## config.mk

```make
export PLATFORM = sky130hd
export DESIGN_NAME = muldiv_seq
export DESIGN_NICKNAME = d
export VERILOG_FILES = /design/src/rtl/muldiv_pkg.sv /design/src/rtl/muldiv_step.sv /design/src/rtl/muldiv_seq.sv
export SDC_FILE = /design/constraint.sdc
export NUM_CORES = 1
export LEC_CHECK = 0
export ABC_CLOCK_PERIOD_IN_PS = 8970
export BUFFER_PORTS_ARGS = -buffer_cell sky130_fd_sc_hd__buf_2
export CELL_PAD_IN_SITES_DETAIL_PLACEMENT = 1
export CELL_PAD_IN_SITES_GLOBAL_PLACEMENT = 2
export CORE_MARGIN = 5
export CORE_UTILIZATION = 37
export CTS_CLUSTER_SIZE = 16
export DETAILED_ROUTE_END_ITERATION = 10
export PLACE_DENSITY = 0.95
export SETUP_SLACK_MARGIN = 0.4
export SLEW_MARGIN = 20
export SYNTH_ARGS = -nofsm -noshare
export SYNTH_HDL_FRONTEND = slang
export SYNTH_SLANG_ARGS = --single-unit
```

## constraint.sdc

```tcl
create_clock -name clk -period 8.97 [get_ports clk]
set_input_delay 1.794 -clock clk [delete_from_list [all_inputs] [get_ports clk]]
set_output_delay 1.794 -clock clk [all_outputs]
set_load 0.05 [all_outputs]
```

## src/rtl/muldiv_pkg.sv

```systemverilog
// Shared constants for the iterative multiply/divide sequencer: op encodings,
// FSM state codes, default datapath width and iteration counter width.
package muldiv_pkg;

  localparam int DEF_WIDTH = 32;
  localparam int CNT_W     = 6;

  localparam logic [1:0] OP_MULT  = 2'b00;
  localparam logic [1:0] OP_MULTU = 2'b01;
  localparam logic [1:0] OP_DIV   = 2'b10;
  localparam logic [1:0] OP_DIVU  = 2'b11;

  localparam logic [1:0] S_IDLE = 2'b00;
  localparam logic [1:0] S_ITER = 2'b01;
  localparam logic [1:0] S_FIX  = 2'b10;

  function automatic logic op_is_div(input logic [1:0] op);
    return !((op == OP_MULT) || (op == OP_MULTU));
  endfunction

  function automatic logic op_is_signed(input logic [1:0] op);
    return (op == OP_MULT) || (op == OP_DIV);
  endfunction

endpackage

```

## src/rtl/muldiv_step.sv

```systemverilog
// One radix-2 iteration: add-shift for multiply, restoring subtract-shift for
// divide. The divide half exists only when MULDIV_DIV_EN is defined.
module muldiv_step
  import muldiv_pkg::*;
#(
  parameter int WIDTH = DEF_WIDTH
) (
`ifdef MULDIV_DIV_EN
  input  logic             is_div,
`endif
  input  logic [WIDTH-1:0] acc_hi,
  input  logic [WIDTH-1:0] acc_lo,
  input  logic [WIDTH-1:0] opnd,
  output logic [WIDTH-1:0] nxt_hi,
  output logic [WIDTH-1:0] nxt_lo
);

  logic [WIDTH:0]   sum_s;
  logic [WIDTH-1:0] mul_hi_s;
  logic [WIDTH-1:0] mul_lo_s;

  // Multiply: conditional add into the high half, carry kept as the extra bit.
  always_comb begin
    if (acc_lo[0]) begin
      sum_s = {1'b0, acc_hi} + {1'b0, opnd};
    end else begin
      sum_s = {1'b0, acc_hi};
    end
    mul_hi_s = sum_s[WIDTH:1];
    mul_lo_s = {sum_s[0], acc_lo[WIDTH-1:1]};
  end

`ifdef MULDIV_DIV_EN
  logic [WIDTH:0]   rem_sh_s;
  logic [WIDTH-1:0] diff_s;
  logic             ge_s;

  // Divide: remainder fits WIDTH bits after a successful subtract, so the
  // difference is taken modulo 2^WIDTH.
  always_comb begin
    rem_sh_s = {acc_hi, acc_lo[WIDTH-1]};
    ge_s     = (rem_sh_s >= {1'b0, opnd});
    diff_s   = rem_sh_s[WIDTH-1:0] - opnd;
    if (is_div) begin
      nxt_hi = ge_s ? diff_s : rem_sh_s[WIDTH-1:0];
      nxt_lo = {acc_lo[WIDTH-2:0], ge_s};
    end else begin
      nxt_hi = mul_hi_s;
      nxt_lo = mul_lo_s;
    end
  end
`else
  // Multiply-only build.
  always_comb begin
    nxt_hi = mul_hi_s;
    nxt_lo = mul_lo_s;
  end
`endif

endmodule

```

## src/rtl/muldiv_seq.sv

```systemverilog
// HI/LO owning multiply/divide sequencer: FSM, iteration counter, sign latches.
// Divide hardware is present only when MULDIV_DIV_EN is defined.
module muldiv_seq
  import muldiv_pkg::*;
#(
  parameter int WIDTH = DEF_WIDTH
) (
  input  logic             clk,
  input  logic             reset_n,
  input  logic             start,
  input  logic [1:0]       op,
  input  logic [WIDTH-1:0] a,
  input  logic [WIDTH-1:0] b,
  input  logic             abort,
  input  logic             mthi,
  input  logic             mtlo,
  input  logic [WIDTH-1:0] wdata,
  output logic             busy,
  output logic             done,
  output logic             dz,
  output logic [WIDTH-1:0] hi,
  output logic [WIDTH-1:0] lo
);

  localparam logic [CNT_W-1:0] CNT_LAST = CNT_W'(WIDTH - 1);
  localparam logic [CNT_W-1:0] CNT_ONE  = CNT_W'(1);

  logic [1:0]         state_r;
  logic [CNT_W-1:0]   cnt_r;
  logic [WIDTH-1:0]   opnd_r;
  logic [WIDTH-1:0]   acc_hi_r;
  logic [WIDTH-1:0]   acc_lo_r;
  logic [WIDTH-1:0]   hi_r;
  logic [WIDTH-1:0]   lo_r;
  logic               sgn_q_r;
  logic               busy_r;
  logic               done_r;
  logic               dz_out_r;
`ifdef MULDIV_DIV_EN
  logic               is_div_r;
  logic               sgn_r_r;
  logic               dz_r;
`endif

  logic               is_div_s;
  logic               a_neg_s;
  logic               b_neg_s;
  logic [WIDTH-1:0]   a_abs_s;
  logic [WIDTH-1:0]   b_abs_s;
  logic [WIDTH-1:0]   acc_lo_ld_s;
  logic [WIDTH-1:0]   opnd_ld_s;
  logic               start_iter_s;
  logic               div_stub_s;
  logic [WIDTH-1:0]   step_hi_s;
  logic [WIDTH-1:0]   step_lo_s;
  logic [2*WIDTH-1:0] prod_s;
  logic [WIDTH-1:0]   fix_hi_s;
  logic [WIDTH-1:0]   fix_lo_s;

  // Operand magnitudes and start decode.
  always_comb begin
    is_div_s = op_is_div(op);
    a_neg_s  = op_is_signed(op) & a[WIDTH-1];
    b_neg_s  = op_is_signed(op) & b[WIDTH-1];
    a_abs_s  = a_neg_s ? -a : a;
    b_abs_s  = b_neg_s ? -b : b;
`ifdef MULDIV_DIV_EN
    start_iter_s = start;
    div_stub_s   = 1'b0;
`else
    start_iter_s = start & ~is_div_s;
    div_stub_s   = start & is_div_s;
`endif
  end

  // Accumulator/operand load values for the first iteration.
  always_comb begin
`ifdef MULDIV_DIV_EN
    if (is_div_s) begin
      // A zero divisor runs on the raw dividend so it falls out unchanged in HI.
      acc_lo_ld_s = (b == '0) ? a : a_abs_s;
      opnd_ld_s   = b_abs_s;
    end else begin
      acc_lo_ld_s = b_abs_s;
      opnd_ld_s   = a_abs_s;
    end
`else
    acc_lo_ld_s = b_abs_s;
    opnd_ld_s   = a_abs_s;
`endif
  end

  muldiv_step #(.WIDTH(WIDTH)) u_step (
`ifdef MULDIV_DIV_EN
    .is_div (is_div_r),
`endif
    .acc_hi (acc_hi_r),
    .acc_lo (acc_lo_r),
    .opnd   (opnd_r),
    .nxt_hi (step_hi_s),
    .nxt_lo (step_lo_s)
  );

  // Sign correction and HI/LO selection applied in FIX.
  always_comb begin
    prod_s   = sgn_q_r ? -{acc_hi_r, acc_lo_r} : {acc_hi_r, acc_lo_r};
    fix_hi_s = prod_s[2*WIDTH-1:WIDTH];
    fix_lo_s = prod_s[WIDTH-1:0];
`ifdef MULDIV_DIV_EN
    if (is_div_r) begin
      if (dz_r) begin
        fix_hi_s = acc_hi_r;
        fix_lo_s = acc_lo_r;
      end else begin
        fix_hi_s = sgn_r_r ? -acc_hi_r : acc_hi_r;
        fix_lo_s = sgn_q_r ? -acc_lo_r : acc_lo_r;
      end
    end else begin
      fix_hi_s = prod_s[2*WIDTH-1:WIDTH];
      fix_lo_s = prod_s[WIDTH-1:0];
    end
`endif
  end

  // Sequencer FSM, datapath registers and architectural HI/LO.
  always_ff @(posedge clk or negedge reset_n) begin
    if (!reset_n) begin
      state_r  <= S_IDLE;
      cnt_r    <= '0;
      opnd_r   <= '0;
      acc_hi_r <= '0;
      acc_lo_r <= '0;
      hi_r     <= '0;
      lo_r     <= '0;
      sgn_q_r  <= 1'b0;
      busy_r   <= 1'b0;
      done_r   <= 1'b0;
      dz_out_r <= 1'b0;
`ifdef MULDIV_DIV_EN
      is_div_r <= 1'b0;
      sgn_r_r  <= 1'b0;
      dz_r     <= 1'b0;
`endif
    end else begin
      done_r   <= 1'b0;
      dz_out_r <= 1'b0;
      case (state_r)
        S_IDLE: begin
          if (start_iter_s) begin
            state_r  <= S_ITER;
            busy_r   <= 1'b1;
            cnt_r    <= '0;
            acc_hi_r <= '0;
            acc_lo_r <= acc_lo_ld_s;
            opnd_r   <= opnd_ld_s;
            sgn_q_r  <= a_neg_s ^ b_neg_s;
`ifdef MULDIV_DIV_EN
            is_div_r <= is_div_s;
            sgn_r_r  <= a_neg_s;
            dz_r     <= is_div_s & (b == '0);
`endif
          end else if (div_stub_s) begin
            done_r   <= 1'b1;
            dz_out_r <= 1'b1;
          end else begin
            // MT writes lose to a same-cycle start.
            if (mthi) hi_r <= wdata;
            if (mtlo) lo_r <= wdata;
          end
        end
        S_ITER: begin
          if (abort) begin
            state_r <= S_IDLE;
            busy_r  <= 1'b0;
          end else begin
            acc_hi_r <= step_hi_s;
            acc_lo_r <= step_lo_s;
            cnt_r    <= cnt_r + CNT_ONE;
            if (cnt_r == CNT_LAST) state_r <= S_FIX;
          end
        end
        S_FIX: begin
          state_r <= S_IDLE;
          busy_r  <= 1'b0;
          if (!abort) begin
            hi_r     <= fix_hi_s;
            lo_r     <= fix_lo_s;
            done_r   <= 1'b1;
`ifdef MULDIV_DIV_EN
            dz_out_r <= dz_r;
`endif
          end
        end
        default: begin
          state_r <= S_IDLE;
          busy_r  <= 1'b0;
        end
      endcase
    end
  end

  assign busy = busy_r;
  assign done = done_r;
  assign dz   = dz_out_r;
  assign hi   = hi_r;
  assign lo   = lo_r;

endmodule

```

==> results.toml <==
[timing]
finClkSkew_ps = 8.26
fin_crit_sh_pct = 42.3
setup-violations-final = 0
clock.fmax_ghz = 0.264
rsz0062_at_grt = "no"
setup_slack_ps = 5180
tns_ps = 0
slew_violations = 0
finalHoldViolations = 0
maxSlewHeadroom_pct = 25.6
worstMarginPinSlew_ps = 1110
min_period_ps = 3790

[global_routing]
gr-usage-met3_pct = 4.10
met1_usage_pct = 33.2
grt_first_pass_wirelength_um = 65800
overflow = 0
busiest_layer = "met2"
grt_pass1_vias = 11600
grt.total_usage_pct = 23.0
grt.met2_usage_pct = 36.5
grt_max_degree = 116
antenna_found_initial = 4

[setup_path]
crit_fanout = 5
required_ps = 9320
start_kind = "primary input"
critical_path_class = "primary input to register"
crit_path_end_kind = "register"
rr_startpoint = "acc_lo_r[0]"
cp.arrival_ps = 4150
r2r-end = "hi[8]"
reg2reg_slack_ps = 5690
setup.worst_path.start = "b[12]"
reg2reg_depth = 10

[cts]
htree_levels = 4
postCtsSetupBuffers = 0
clock-sinks = 172
root_buffer = "clkbuf_16"
clock_latency_ps = 450
cts_tree = "yes"
clkTransAtPathRegs_ps = 70
numCtsBuffers = 17
cts.path.max_buffers = 2
cts_resized = 0
ctsHoldBuffers = 0

[synthesis]
synth_flop_cell = "dfrtp_1"
yosysWarnings = 0
synth_top_area_share_pct = 36.8
synthArstFlopShare_pct = 100
syn_area_sq_um = 11700
synth-seq-cells = 172
synth_top_area_cell = "dfrtp_1"
synth.distinct_cells = 66
ys_top_cells_by_area = "dfrtp_1, o21ai_0, xor2_1"
ys_seq_area_share_pct = 36.8
postSynthCellCount = 1430
synth_edf_count = 0
syn_avg_cell_area_sq_um = 8.19
syn_nets = 1571

[routing]
drtIter0Drc = 863
firstDrtPassIters = 5
wl_per_cell_um = 20.8
ant_nets = 0
vias = 11500
vias_per_cell = 5.84
drc = 0
routed_wl_um = 40900

[die]
die_h_um = 188
initial_core_util_pct = 37.3
pin_count = 171
core-area_sq_um = 31400
num_rows = 65
dieArea_sq_um = 35300
die_w_um = 188

[status]
outcome = "complete, no violations"

[min_path]
hold_end = "lo[9]"
hold_path_class = "register to register"
holdCritStartpoint = "lo[9]"
hold_depth = 1

[finish]
finalNetCount = 1688
final_area_sq_um = 13500
nFillCells = 3802
area_delta_synth_final_pct = 15.0
drive_gt1_share_pct = 15.2

[power]
vdd_drop_max_mv = 0.146
p_per_area_nw_per_um2 = 274
p_leak_nw = 5.85
finalPower_mw = 3.68

[place]
hpwl_um = 31500
gp_congestion = 0.887
post-place-ws_ps = 4740
portBuffers = 170
placed_area_sq_um = 12900

[flow_run]
drv_cap = 0
==> stage by stage <==
step | instances | hold slack (ps) | utilization, %
after global placement | 1930 | 456 | 41.0
after detailed placement | 1930 | 467 | 41.0
after floorplan | 1430 | 456 | -
after global routing | 1963 | 505 | 42.9
after CTS | 1962 | 483 | 42.8
final | 1964 | 477 | 42.9
==> area by class of cell <==
type / count / area, sq um / area share [%]
Inverter: 21 / 78.8 / 0.586
Tap cell: 402 / 503 / 3.74
Timing Repair Buffer: 181 / 942 / 7.00
Antenna cell: 2 / 5.00 / 0.0372
Clock inverter: 15 / 164 / 1.22
Multi-Input combinational cell: 1154 / 7040 / 52.3
Clock buffer: 17 / 425 / 3.16
Sequential cell: 172 / 4310 / 32.0
==> state kept, by name, indices dropped and copies added, names as in the netlist <==
name	count
state_r	2
cnt_r	6
sgn_q_r	1
dz	1
lo	32
opnd_r	32
acc_hi_r	32
busy	1
done	1
hi	32
acc_lo_r	32
==> cell usage in the layout (no fill, tap or decap), types with 30 or more instances in the layout <==
cell type / synthesis / final
dfrtp_1: 172 / 171
a21oi_1: 112 / 112
o21ai_0: 166 / 166
o31ai_1: 38 / 38
buf_2: 0 / 169
xnor2_1: 57 / 57
nand2_1: 193 / 193
nor2_1: 136 / 134
ha_1: 36 / 36
nor3_1: 30 / 30
xor2_1: 83 / 83
==> Yosys cell counts, types with 7 or more instances <==
cell type	number
o22ai_1	13
buf_1	7
nand2b_1	10
a211oi_1	16
o41ai_1	13
xnor2_1	57
nand4_1	16
nor2_1	136
nand3_1	14
xor2_1	83
o21a_1	8
a22oi_1	17
a21oi_1	112
inv_1	21
a21o_1	23
o31ai_1	38
nor4_1	10
nor2b_1	18
ha_1	36
or4_1	12
nand2_1	193
clkbuf_1	75
or3_1	23
o21ai_0	166
dfrtp_1	172
a31oi_1	10
nor3_1	30
o221ai_1	16
mux2i_1	16
==> critical path, stage by stage <==
cell	delay (ps)
buf_2	110
or4_1	590
nand4b_1	250
nor4b_1	340
and3b_1	340
nand2_1	130
nor4_1	240
mux2i_1	120
a211oi_1	230
==> power breakdown <==
| group | internal (mW) | total [mW] | switching [mW] | leakage, nW |
|---|---|---|---|---|
| clock network | 0.415 | 0.765 | 0.350 | 0.285 |
| registers | 0.965 | 1.29 | 0.325 | 2.13 |
| logic | 0.563 | 1.63 | 1.07 | 3.43 |
| total | 1.94 | 3.68 | 1.74 | 5.85 |
==> metal layers <==
layer  vias to the layer above  wire length (um)
met5                         -                47
met4                         6               540
met3                        38              2710
met2                       403             18700
met1                      5641             18900
li1                       5390                 -
==> cells by family (layout without fill, tap and decap cells) <==
group,Yosys count,after routing,share of synthesized area (%)
and+or+nand+nor,492,492,19.4
AOI/OAI and AO/OA,467,467,24.4
DFF,172,172,36.8
xor gates and xnor gates,140,140,10.5
buffers and inverters,104,234,3.37
adders and majority gates,37,37,4.02
muxes,18,18,1.56
other,0,2,0
==> how the worst max path moves through the flow <==
stage	end	depth (start not counted)
6_report	acc_lo_r[30]	9
5_1_grt	acc_lo_r[27]	9
4_1_cts	acc_lo_r[30]	9
3_5_place_dp	acc_lo_r[27]	9
3_3_place_gp	acc_lo_r[30]	9
2_1_floorplan	acc_lo_r[30]	8
No activity file was read; power rests on OpenSTA's default activity.
